<file path="config.mk">
export PLATFORM = sky130hd
export DESIGN_NAME = instr_fetch_unit
export DESIGN_NICKNAME = d
export VERILOG_FILES = /design/src/rtl/instr_fetch_unit_pkg.sv /design/src/rtl/instr_fetch_unit_fifo.sv /design/src/rtl/instr_fetch_unit.sv
export SDC_FILE = /design/constraint.sdc
export NUM_CORES = 1
export LEC_CHECK = 0
export BUFFER_PORTS_ARGS = -buffer_cell sky130_fd_sc_hd__buf_4
export CORE_ASPECT_RATIO = 1.2
export CORE_UTILIZATION = 47
export DETAILED_ROUTE_END_ITERATION = 10
export GPL_ROUTABILITY_DRIVEN = 0
export GPL_TIMING_DRIVEN = 0
export HOLD_SLACK_MARGIN = 0.1
export PLACE_DENSITY = 0.67
export SLEW_MARGIN = 30
export SYNTH_ARGS = -nofsm -noshare
export SYNTH_HDL_FRONTEND = slang
export SYNTH_SLANG_ARGS = --single-unit
</file>
<file path="constraint.sdc">
create_clock -name i_clk -period 6.5 [get_ports i_clk]
set_input_delay 0 -clock i_clk [delete_from_list [all_inputs] [get_ports i_clk]]
set_output_delay 0 -clock i_clk [all_outputs]
set_load 0.01 [all_outputs]
</file>
<file path="src/rtl/instr_fetch_unit_pkg.sv">
// instr_fetch_unit_pkg: shared fetch constants and the buffered-instruction entry type
package instr_fetch_unit_pkg;
  localparam int XLEN = 32;
  localparam logic [XLEN-1:0] DEFAULT_RESET_PC = 32'h0000_0000;
  localparam logic [XLEN-1:0] INST_NOP = 32'h0000_0013;
  typedef struct packed {
    logic [XLEN-1:0] inst;
    logic [XLEN-1:0] pc;
  } fetch_entry_t;
endpackage

</file>
<file path="src/rtl/instr_fetch_unit_fifo.sv">
// fetch_fifo: show-ahead instruction/PC buffer with synchronous flush
module fetch_fifo
  import instr_fetch_unit_pkg::*;
#(
  parameter int DEPTH = 4,
  localparam int CW = $clog2(DEPTH + 1),
  localparam int AW = DEPTH > 1 ? $clog2(DEPTH) : 1
) (
  input  logic         i_clk,
  input  logic         i_rst_n,
  input  logic         push,
  input  logic         pop,
  input  logic         flush,
  input  fetch_entry_t din,
  output fetch_entry_t dout,
  output logic [CW-1:0] count,
  output logic         empty,
  output logic         full
);
  fetch_entry_t mem [DEPTH];
  logic [AW-1:0] rd_ptr, wr_ptr;
  logic do_push, do_pop;
  function automatic logic [AW-1:0] next_ptr(input logic [AW-1:0] p);
    return p == AW'(DEPTH - 1) ? '0 : p + 1'b1;
  endfunction
  assign empty = count == '0;
  assign full = count == CW'(DEPTH);
  assign do_pop = pop && !empty && !flush;
  // a full FIFO may still accept a push when the head leaves in the same cycle
  assign do_push = push && (!full || do_pop) && !flush;
  assign dout = mem[rd_ptr];
  always_ff @(posedge i_clk or negedge i_rst_n)
    if (!i_rst_n) begin
      rd_ptr <= '0;
      wr_ptr <= '0;
      count <= '0;
      for (int i = 0; i < DEPTH; i++) mem[i] <= '0;
    end else if (flush) begin
      rd_ptr <= '0;
      wr_ptr <= '0;
      count <= '0;
    end else begin
      if (do_push) begin
        mem[wr_ptr] <= din;
        wr_ptr <= next_ptr(wr_ptr);
      end
      if (do_pop) rd_ptr <= next_ptr(rd_ptr);
      count <= count + CW'(do_push) - CW'(do_pop);
    end
endmodule

</file>
<file path="src/rtl/instr_fetch_unit.sv">
// instr_fetch_unit: in-order instruction fetch with credit-limited issue and branch flush
module instr_fetch_unit
  import instr_fetch_unit_pkg::*;
#(
  parameter int DEPTH = 4,
  parameter logic [XLEN-1:0] RESET_PC = DEFAULT_RESET_PC
) (
  input  logic            i_clk,
  input  logic            i_rst_n,
  input  logic            i_br_sel,
  input  logic [XLEN-1:0] i_pc_bru,
  output logic            o_imem_req,
  output logic [XLEN-1:0] o_imem_addr,
  input  logic            i_imem_gnt,
  input  logic            i_imem_rvalid,
  input  logic [XLEN-1:0] i_imem_rdata,
  output logic            o_inst_valid,
  output logic [XLEN-1:0] o_inst,
  output logic [XLEN-1:0] o_inst_pc,
  input  logic            i_inst_ready
);
  localparam int CW = $clog2(DEPTH + 1);
  logic [XLEN-1:0] fetch_pc, resp_pc, target;
  logic [CW-1:0] outstanding, drop_cnt, fifo_count;
  logic [CW:0] in_use;
  logic fifo_empty, fifo_full, issue, push;
  fetch_entry_t din, head;
  assign target = i_pc_bru & ~32'h3;
  // credits cover both in-flight and buffered words, so a response never meets a full FIFO
  assign in_use = {1'b0, outstanding} + {1'b0, fifo_count};
  assign o_imem_req = i_rst_n && !i_br_sel && !fifo_full && in_use < (CW + 1)'(DEPTH);
  assign o_imem_addr = fetch_pc;
  assign issue = o_imem_req && i_imem_gnt;
  assign push = i_imem_rvalid && drop_cnt == '0 && !i_br_sel;
  assign din = '{inst: i_imem_rdata, pc: resp_pc};
  assign o_inst_valid = !fifo_empty;
  assign o_inst = head.inst;
  assign o_inst_pc = head.pc;
  fetch_fifo #(.DEPTH(DEPTH)) u_fifo (
    .i_clk  (i_clk),
    .i_rst_n(i_rst_n),
    .push   (push),
    .pop    (o_inst_valid && i_inst_ready),
    .flush  (i_br_sel),
    .din    (din),
    .dout   (head),
    .count  (fifo_count),
    .empty  (fifo_empty),
    .full   (fifo_full)
  );
  always_ff @(posedge i_clk or negedge i_rst_n)
    if (!i_rst_n) begin
      fetch_pc <= RESET_PC;
      resp_pc <= RESET_PC;
      outstanding <= '0;
      drop_cnt <= '0;
    end else begin
      outstanding <= outstanding + CW'(issue) - CW'(i_imem_rvalid);
      if (i_br_sel) begin
        fetch_pc <= target;
        resp_pc <= target;
        drop_cnt <= outstanding - CW'(i_imem_rvalid);
      end else begin
        if (issue) fetch_pc <= fetch_pc + 32'd4;
        if (i_imem_rvalid && drop_cnt != '0) drop_cnt <= drop_cnt - 1'b1;
        else if (i_imem_rvalid) resp_pc <= resp_pc + 32'd4;
      end
    end
endmodule

</file>
* After elaboration in Yosys (flattened, before gate mapping)
Cells that the tools add are included.
W data, S select, Z words.
** Operators by class
- Add/sub/neg operators :: 11
- Magnitude comparators :: 4
- Equal/unequal tests :: 4
- Mux-type cells :: 20
- Bitwise operators :: 3
- Reductions and logical operators :: 27
** Operators with widths (count)
- $bwmux W256 :: 1
- $mux W64 :: 3
- $mux W32 :: 5
- $bmux W64 S2 :: 1
- $demux W64 S2 :: 1
- $add A32 B3 Y32 const B :: 2
- $logic_and A1 B1 Y1 :: 13
- $mux W2 :: 6
- $reduce_bool A2 Y1 :: 5
- $mux W3 :: 3
- $sub A3 B1 Y3 :: 3
- $add A3 B1 Y3 :: 2
- $ge A3 B3 Y1 const B :: 2
- $logic_not A3 Y1 :: 2
- $not A2 Y3 :: 2
- $add A2 B1 Y2 const B :: 2
- $add A3 B3 Y4 :: 1
- $eq A2 B2 Y1 const B :: 2
- $lt A4 B3 Y1 const B :: 1
- $reduce_and A2 Y1 :: 2
- $eq A3 B3 Y1 const B :: 1
- $logic_not A1 Y1 :: 3
- $lt A3 B1 Y1 const B :: 1
- $reduce_bool A3 Y1 :: 1
- 4 further kinds :: 4
** Word-level totals
- Bits in registers :: 333
- Input bits :: 70
- Output and inout bits :: 98
- Word-level logic and storage cells :: 84

* Longest topological paths before layout
Gate-level depths: netlist of the first run.
- Depth after elaboration :: 11
- Gate-level depth with buffers :: 13
- Depth with buffers taken out :: 12

* Hierarchy
A second synthesis of the first run with hierarchy kept.
** Second synthesis, totals
- Cells, all modules :: 1091
- Area total of the unflattened synthesis :: 15763.9 µm²
** Modules (own cells, without submodules)
- fetch_fifo :: instances 1, cells each 666, area each 11883.9 µm², sequential area each 6581.3 µm²
- instr_fetch_unit :: instances 1, cells each 425, area each 3880.0 µm², sequential area each 1651.6 µm²

* Least setup slack after synthesis of the first run
No wires, ideal clock.
- Path type :: register to register
- Start :: reg u_fifo.count[2]
- End :: reg outstanding[2]
- Library setup time :: 0.125 ns
- Arrival time :: 3.143 ns
- Required time :: 6.375 ns
- Slack :: 3.232 ns
- Cell stages (with the launch flop) :: 14
- Buffers on the path :: 1
- Clock period less this slack :: 3.268 ns
- Cells stage by stage :: dfrtp_1 > ha_1 > or3_4 > a2111oi_4 > and2_4 > inv_2 > buf_2 > ha_1 > inv_1 > ha_1 > inv_1 > fa_1 > xnor2_1 > xnor2_1
** On the way
- Longest elaborated chain between the ends :: 7
- Elaborated cells between the ends (all ways) :: 9
- Those cells by class :: add/sub: 3; order compare: 1; eq/ne: 1; reduce/logical: 4
** Ends and longest elaborated chain
- start: declaration :: line instr_fetch_unit_fifo.sv:16 : output logic [CW-1:0] count,
- start signal: assignment :: line instr_fetch_unit_fifo.sv:48 : count <= count + CW'(do_push) - CW'(do_pop);
- branches (longest 3 deep; another with $add A3 B3 Y4)
- $logic_and A1 B1 Y1 (*) :: line instr_fetch_unit.sv:31 : assign o_imem_req = i_rst_n && !i_br_sel && !fifo_full && in_use < (CW + 1)'(DEPTH);
- named net o_imem_req :: line instr_fetch_unit.sv:12 : output logic o_imem_req,
- $logic_and A1 B1 Y1 (*) :: line instr_fetch_unit.sv:33 : assign issue = o_imem_req && i_imem_gnt;
- $add A3 B1 Y3 (*) :: line instr_fetch_unit.sv:58 : outstanding <= outstanding + CW'(issue) - CW'(i_imem_rvalid);
- $sub A3 B1 Y3 (*) :: line instr_fetch_unit.sv:58
- end signal: assignment :: line instr_fetch_unit.sv:58
- end: declaration :: line instr_fetch_unit.sv:24 : logic [CW-1:0] outstanding, drop_cnt, fifo_count;
Mark *: on every way through the listed nets, which the timed path passes.
A chain may end at the register's enable or synchronous reset.

* Worst setup path in the final report of the first run
- Start :: in i_rst_n
- End :: reg outstanding[2]
** On the way
- Longest elaborated chain between the ends :: 6
** Ends and longest elaborated chain
- start: declaration :: line instr_fetch_unit.sv:9 : input logic i_rst_n,
- $logic_and A1 B1 Y1 (3 in a row) :: line instr_fetch_unit.sv:31
- $logic_and A1 B1 Y1 :: line instr_fetch_unit.sv:33
- $add A3 B1 Y3 :: line instr_fetch_unit.sv:58
- $sub A3 B1 Y3 :: line instr_fetch_unit.sv:58
Every way passes these cells.

==> results of run 1 <==
## logic make-up after synthesis
logic type	after synthesis
XOR/XNOR	37
multiplexers	318
other	1
adder cells (fa/ha/maj)	19
flip-flops	321
AO/OA/AOI/OAI	87
buffers and inverters	95
AND/OR/NAND/NOR	194
## metrics by stage
step	power, W	cell area (sq um)	worst slack [ns]	hold slack (ns)
floorplan	0.00398	14900	3.23	-0.296
global placement	0.00478	16600	0.227	0.238
detailed placement	0.00485	16700	2.60	-0.105
CTS	0.00698	18700	2.24	0.263
global route	0.00728	18700	1.98	0.292
finish	0.00690	18700	2.22	0.284
## registers in the layout (all words and copies together), names as in the netlist
| signal | flops |
|---|---|
| u_fifo.count | 3 |
| resp_pc | 30 |
| o_imem_addr | 30 |
| u_fifo.mem | 248 |
| u_fifo.wr_ptr | 2 |
| u_fifo.rd_ptr | 2 |
| outstanding | 3 |
| drop_cnt | 3 |
## per-layer routing
| metal | vias up | GRT usage [%] | routed length [um] |
|---|---|---|---|
| met5 | - | 0 | 0 |
| met4 | 0 | 6.46 | 786 |
| met3 | 53 | 2.73 | 1510 |
| met2 | 261 | 36.4 | 17000 |
| met1 | 5104 | 30.5 | 15100 |
| li1 | 4483 | - | - |
## layout by cell type (no fill, tap or decap), types with 5 or more instances in the layout
master           n
dfrtp_1        321
mux2_2         252
buf_4          163
dlygate4sd3_1   74
mux4_2          62
nand2_1         60
clkbuf_16       37
clkbuf_1        32
o21ai_0         32
buf_2           31
nand3_1         26
nand4_1         26
xnor2_1         22
inv_1           21
nor2_1          21
ha_1            17
xor2_1          15
nor3_1          15
a21oi_1         12
clkbuf_8        10
or3_1            8
and3_1           8
o211ai_1         8
buf_1            7
and2_1           7
and4_1           7
a21o_1           6
nor4_1           5
a31o_2           5
a221o_1          5
## path summary, 6_finish.rpt
path	start	to	slack (ns)	cells past startpoint
max	i_rst_n	outstanding[2]	2.22	17
min	i_pc_bru[4]	resp_pc[4]	0.28	4
max reg2reg	u_fifo.count[2]	outstanding[2]	2.78	13
min reg2reg	u_fifo.mem[117]	u_fifo.mem[117]	0.50	1
max in group asynchronous	i_rst_n	u_fifo.mem[69]	4.72	6
min in group asynchronous	i_rst_n	u_fifo.mem[39]	0.57	4
## what timing repair did
action / CTS / global route
setup buffers: 0 / 0
resized for setup: 0 / 0
hold buffers: 75 / 0
hold endpoints to repair: 348 / 0
## layout make-up
class                      count  area, sq um
buffer                        72          337
clock buffer                  54         1090
clock inverter                 8          120
fill                        2505        12600
inverter                      23         86.3
multi-input combinational    659         6470
sequential                   321         8030
tap                          401          502
timing repair buffer         239         2080
## power groups by stage
stage               combinational, W  clock, W  sequential, W
floorplan                    0.00128         0        0.00270
global placement             0.00202         0        0.00276
global route                 0.00226   0.00220        0.00282
detailed placement           0.00207         0        0.00278
CTS                          0.00211   0.00211        0.00276
finish                       0.00207   0.00206        0.00276
## critical path, delay by kind of cell
family	cells	cell delay [ns]
buffers and inverters	9	2.22
AOI/OAI and AO/OA	1	0.79
xor gates and xnor gates	2	0.27
adders and majority gates	3	0.79
and+or+nand+nor	2	0.47
==> impl_metrics.ini, run 1 <==
[power]
ir_worst_vdd_mv = 0.239
cellInternalPower_w = 0.00495
seqPwrFrac_pct = 40.0
power_density_nw_per_um2 = 369
leakage_nw = 8.61
combPwrFrac_pct = 30.1
swShare_pct = 28.3
clkPwrFrac_pct = 29.9
p_sw_w = 0.00195

[global_routing]
grt_usage_pct = 22.1
grt_pass1_vias = 10400
antenna_found_initial = 0
grt_overflow = 0
grt_pass1_wl_um = 55800
grt_max_degree = 86

[logic_synthesis]
synth_simple_gate_area_share_pct = 6.69
synth_top_family_by_area = multiplexers
synth_area_per_cell_sq_um = 13.9
syn_inst = 1072
synth-seq-cells = 321
async_flop_share_pct = 100
synthFlopType = dfrtp_1
synth_cell_types = 49
synthXorXnorAreaFrac_pct = 2.17
synth_fa_ha_area_share_pct = 1.70
syn_area_sq_um = 14900
muxShareOfSynthArea_pct = 28.7
synth_edf_count = 0
synth_top_area_share_pct = 53.9
synth_most_common_cell = dfrtp_1
ys_seq_area_share_pct = 53.9
yosysTopAreaCell = dfrtp_1
synth_area_leaders = dfrtp_1 (54%), mux2_2 (19%), mux4_2 (9.4%)
synth_common_cells = dfrtp_1 (321), mux2_2 (252), mux4_2 (62)
yosys_warnings = 0
synth_compound_area_share_pct = 4.06

[floorplan]
die_h_um = 197
start_util_pct = 47.7
dieArea_sq_um = 32400
rows = 71
core_area_sq_um = 31300
io_pins = 168
die_x_um = 165

[sta]
finalClockSkew_ns = 0.0148
worstMarginPinSlew_ns = 0.852
finalCriticalPeriod_ns = 4.28
maxSlewViolCount = 0
period_share_pct = 65.9
setup_viol = 0
rsz0062_at_grt = false
slew_headroom_pct = 43.2
setup_tns_ns = 0
hold_viol = 0
fmax_mhz = 233

[cells_and_area]
area_growth_pct = 25.5
utilization_pct = 59.9
instances_no_fill = 1777
diodes = 0
drive_above_1_share_pct = 42.7
fin_nets = 1441

[place]
dp_cells = 1640
port_buffers = 160
hpwl_um = 23200

[clock_tree]
clk_latency_ns = 0.51
numCtsBuffers = 36
clkTransAtPathRegs_ns = 0.06
htree_levels = 2
cts_root_buf = clkbuf_16
clock_sinks = 321
clk_path_buf_depth = 3
cts_tree = built

[route]
vias = 9901
ant_nets = 0
drc = 0
wire_per_inst_um = 19.3
drt_iter0_drc = 577
wl_um = 34300
firstDrtPassIters = 5
viasPerCell = 5.57

[worst_setup_path]
path_class = in2reg
crit_required_ns = 6.89
crit_chain = dlygate4sd3_1, dlygate4sd3_1, buf_8, buf_16, buf_16, nand2b_1, a2111oi_4, and2_4, inv_2, buf_2, ha_1, inv_1, ha_1, inv_1, fa_1, xnor2_1, xnor2_1
start_kind = input port
cp_max_fo = 85
worst_ep_arrival_time_ns = 4.67
end_kind = flip-flop
worst_path_largest_cell_delay_ns = 0.79
crit_path_top_delay_cell = a2111oi_4

[outcome]
status = finished, final reports clean

[min_path]
hold_class = in2reg

[run]
cap_violations = 0
Note: power is estimated with default switching activity, not from simulation.
==> run 2, diff against run 1 <==
--- a/config.mk
+++ b/config.mk
@@ -12,7 +12,7 @@
 export GPL_ROUTABILITY_DRIVEN = 0
 export GPL_TIMING_DRIVEN = 0
 export HOLD_SLACK_MARGIN = 0.1
-export PLACE_DENSITY = 0.67
+export PLACE_DENSITY = 0.7
 export SLEW_MARGIN = 30
 export SYNTH_ARGS = -nofsm -noshare
 export SYNTH_HDL_FRONTEND = slang
==> constraint.sdc (replaced) <==
create_clock -name i_clk -period 3.8 [get_ports i_clk]
set_input_delay 0 -clock i_clk [delete_from_list [all_inputs] [get_ports i_clk]]
set_output_delay 0 -clock i_clk [all_outputs]
set_load 0.01 [all_outputs]
==> run 2 against run 1 <==
Compared with the run above:
- routed wire length is 0.49% higher
- critical path type is now reg2reg
- power is 70% higher
- critical path depth fell by 3
- count of clock-buffer cells in the layout grew 1
- setup slack got worse by 1.7 ns
- utilization fell by 0.21 points
==> impl_metrics.ini, run 2 (synthesis results as in run 1) <==
[run]
cap_violations = 0

[route]
drt_iter0_drc = 568
wl_um = 34500
ant_nets = 0
drc = 0
wire_per_inst_um = 19.5
viasPerCell = 5.61
firstDrtPassIters = 6
vias = 9937

[cells_and_area]
area_growth_pct = 25.1
drive_above_1_share_pct = 42.7
top_register = u_fifo.mem
diodes = 0
fin_nets = 1438
layout_commonest_cell = dfrtp_1
final_cell_mix = dfrtp_1 (321), mux2_2 (252), buf_4 (165)
largest_reg_flops = 248

[clock_tree]
clock_sinks = 321
htree_levels = 2
cts_root_buf = clkbuf_16
clkTransAtPathRegs_ns = 0.06
clk_latency_ns = 0.51
clk_path_buf_depth = 3
cts_tree = built
ctsResizeCount = 0
numCtsBuffers = 35

[global_routing]
grt_overflow = 0
grt_usage_pct = 22.0
grt_max_degree = 92
grt_pass1_wl_um = 55800
grt_pass1_vias = 10300
antenna_found_initial = 0

[place]
port_buffers = 160
hpwl_um = 23000

[sta]
worstMarginPinSlew_ns = 0.906
setup_tns_ns = 0
setup_viol = 0
finalClockSkew_ns = 0.0193
maxSlewViolCount = 0
period_share_pct = 85.7
slew_headroom_pct = 39.6
fmax_mhz = 307
hold_ws_ns = 0.222
finalCriticalPeriod_ns = 3.26
hold_viol = 0
rsz0062_at_grt = false

[floorplan]
io_pins = 168
core_area_sq_um = 31300
die_h_um = 197
dieArea_sq_um = 32400
die_x_um = 165
rows = 71
start_util_pct = 47.7

[worst_setup_path]
crit_path_top_delay_cell = dfrtp_1
crit_required_ns = 4.24
crit_chain = ha_1, or3_4, a2111oi_4, buf_4, and2_4, inv_2, buf_2, ha_1, inv_1, ha_1, inv_1, fa_1, xnor2_1, xnor2_1
path_class = reg2reg
path_buf_inv = 5
worst_path_largest_cell_delay_ns = 0.46
cpLargestDelayFamily = adder cells
start_kind = flip-flop
cpMostUsedCell = ha_1
worst_ep_arrival_time_ns = 3.70
cp_max_fo = 10
end_kind = flip-flop

[power]
leakage_nw = 8.58
ir_worst_vdd_mv = 0.479
power_w = 0.0117
power_density_nw_per_um2 = 627

[outcome]
status = finished, final reports clean

[min_path]
hold_class = in2async
[run 2: final timing paths]
kind                                  from               to  slack [ns]  cells past startpoint
hold reg to reg              u_fifo.mem[6]    u_fifo.mem[6]        0.50                      1
setup / recovery           u_fifo.count[2]   outstanding[2]        0.54                     14
min in group i_clk             i_pc_bru[4]       resp_pc[4]        0.28                      4
max in group asynchronous          i_rst_n  u_fifo.mem[186]        3.17                      4
setup reg to reg           u_fifo.count[2]   outstanding[2]        0.54                     14
hold / removal                     i_rst_n   u_fifo.mem[32]        0.22                      4
[run 2: stage by stage]
stage | utilization (%) | setup slack [ns] | cells | cell area, sq um
3_3_place_gp | 53.2 | -2.38 | 1636 | 16600
5_1_grt | 59.6 | 0.335 | 1772 | 18600
3_5_place_dp | 53.4 | 0.0451 | 1639 | 16700
4_1_cts | 59.6 | 0.116 | 1770 | 18600
6_report | 59.6 | 0.542 | 1772 | 18600
2_1_floorplan | - | 0.532 | 1075 | 14900
[run 2: final cells by class]
type	instances	area [sq um]
buffer	72	334
clock buffer	55	1110
clock inverter	4	50.0
fill	2472	12600
inverter	23	86.3
multi-input combinational	659	6470
sequential	321	8030
tap	401	502
timing repair buffer	237	2060
[run 2: worst min-delay path, cell delays in order]
cell and delay, ns:
dlygate4sd3_1 0.56, buf_8 0.11, buf_16 0.14, buf_16 0.29
[run 2: what timing repair did]
action,in CTS,in global routing
hold buffers,72,0
hold endpoints to repair,518,0
setup buffers,0,2
endpoints found under the setup margin,0,1
[run 2: where the power goes]
group | switching (W) | total, W | leakage [nW] | internal [W]
registers | 0.000503 | 0.00472 | 4.22 | 0.00421
logic | 0.00150 | 0.00357 | 3.79 | 0.00207
clock network | 0.00134 | 0.00341 | 0.568 | 0.00207
total | 0.00334 | 0.0117 | 8.58 | 0.00835
[run 2: routing by layer]
metal  vias up  global-route usage, %  part of all wire, %
met5         -                      0                    0
met4         0                   6.01                  2.0
met3        53                   2.96                  4.5
met2       280                   37.6                   50
met1      5099                   29.4                   43
li1       4505                      -                    -
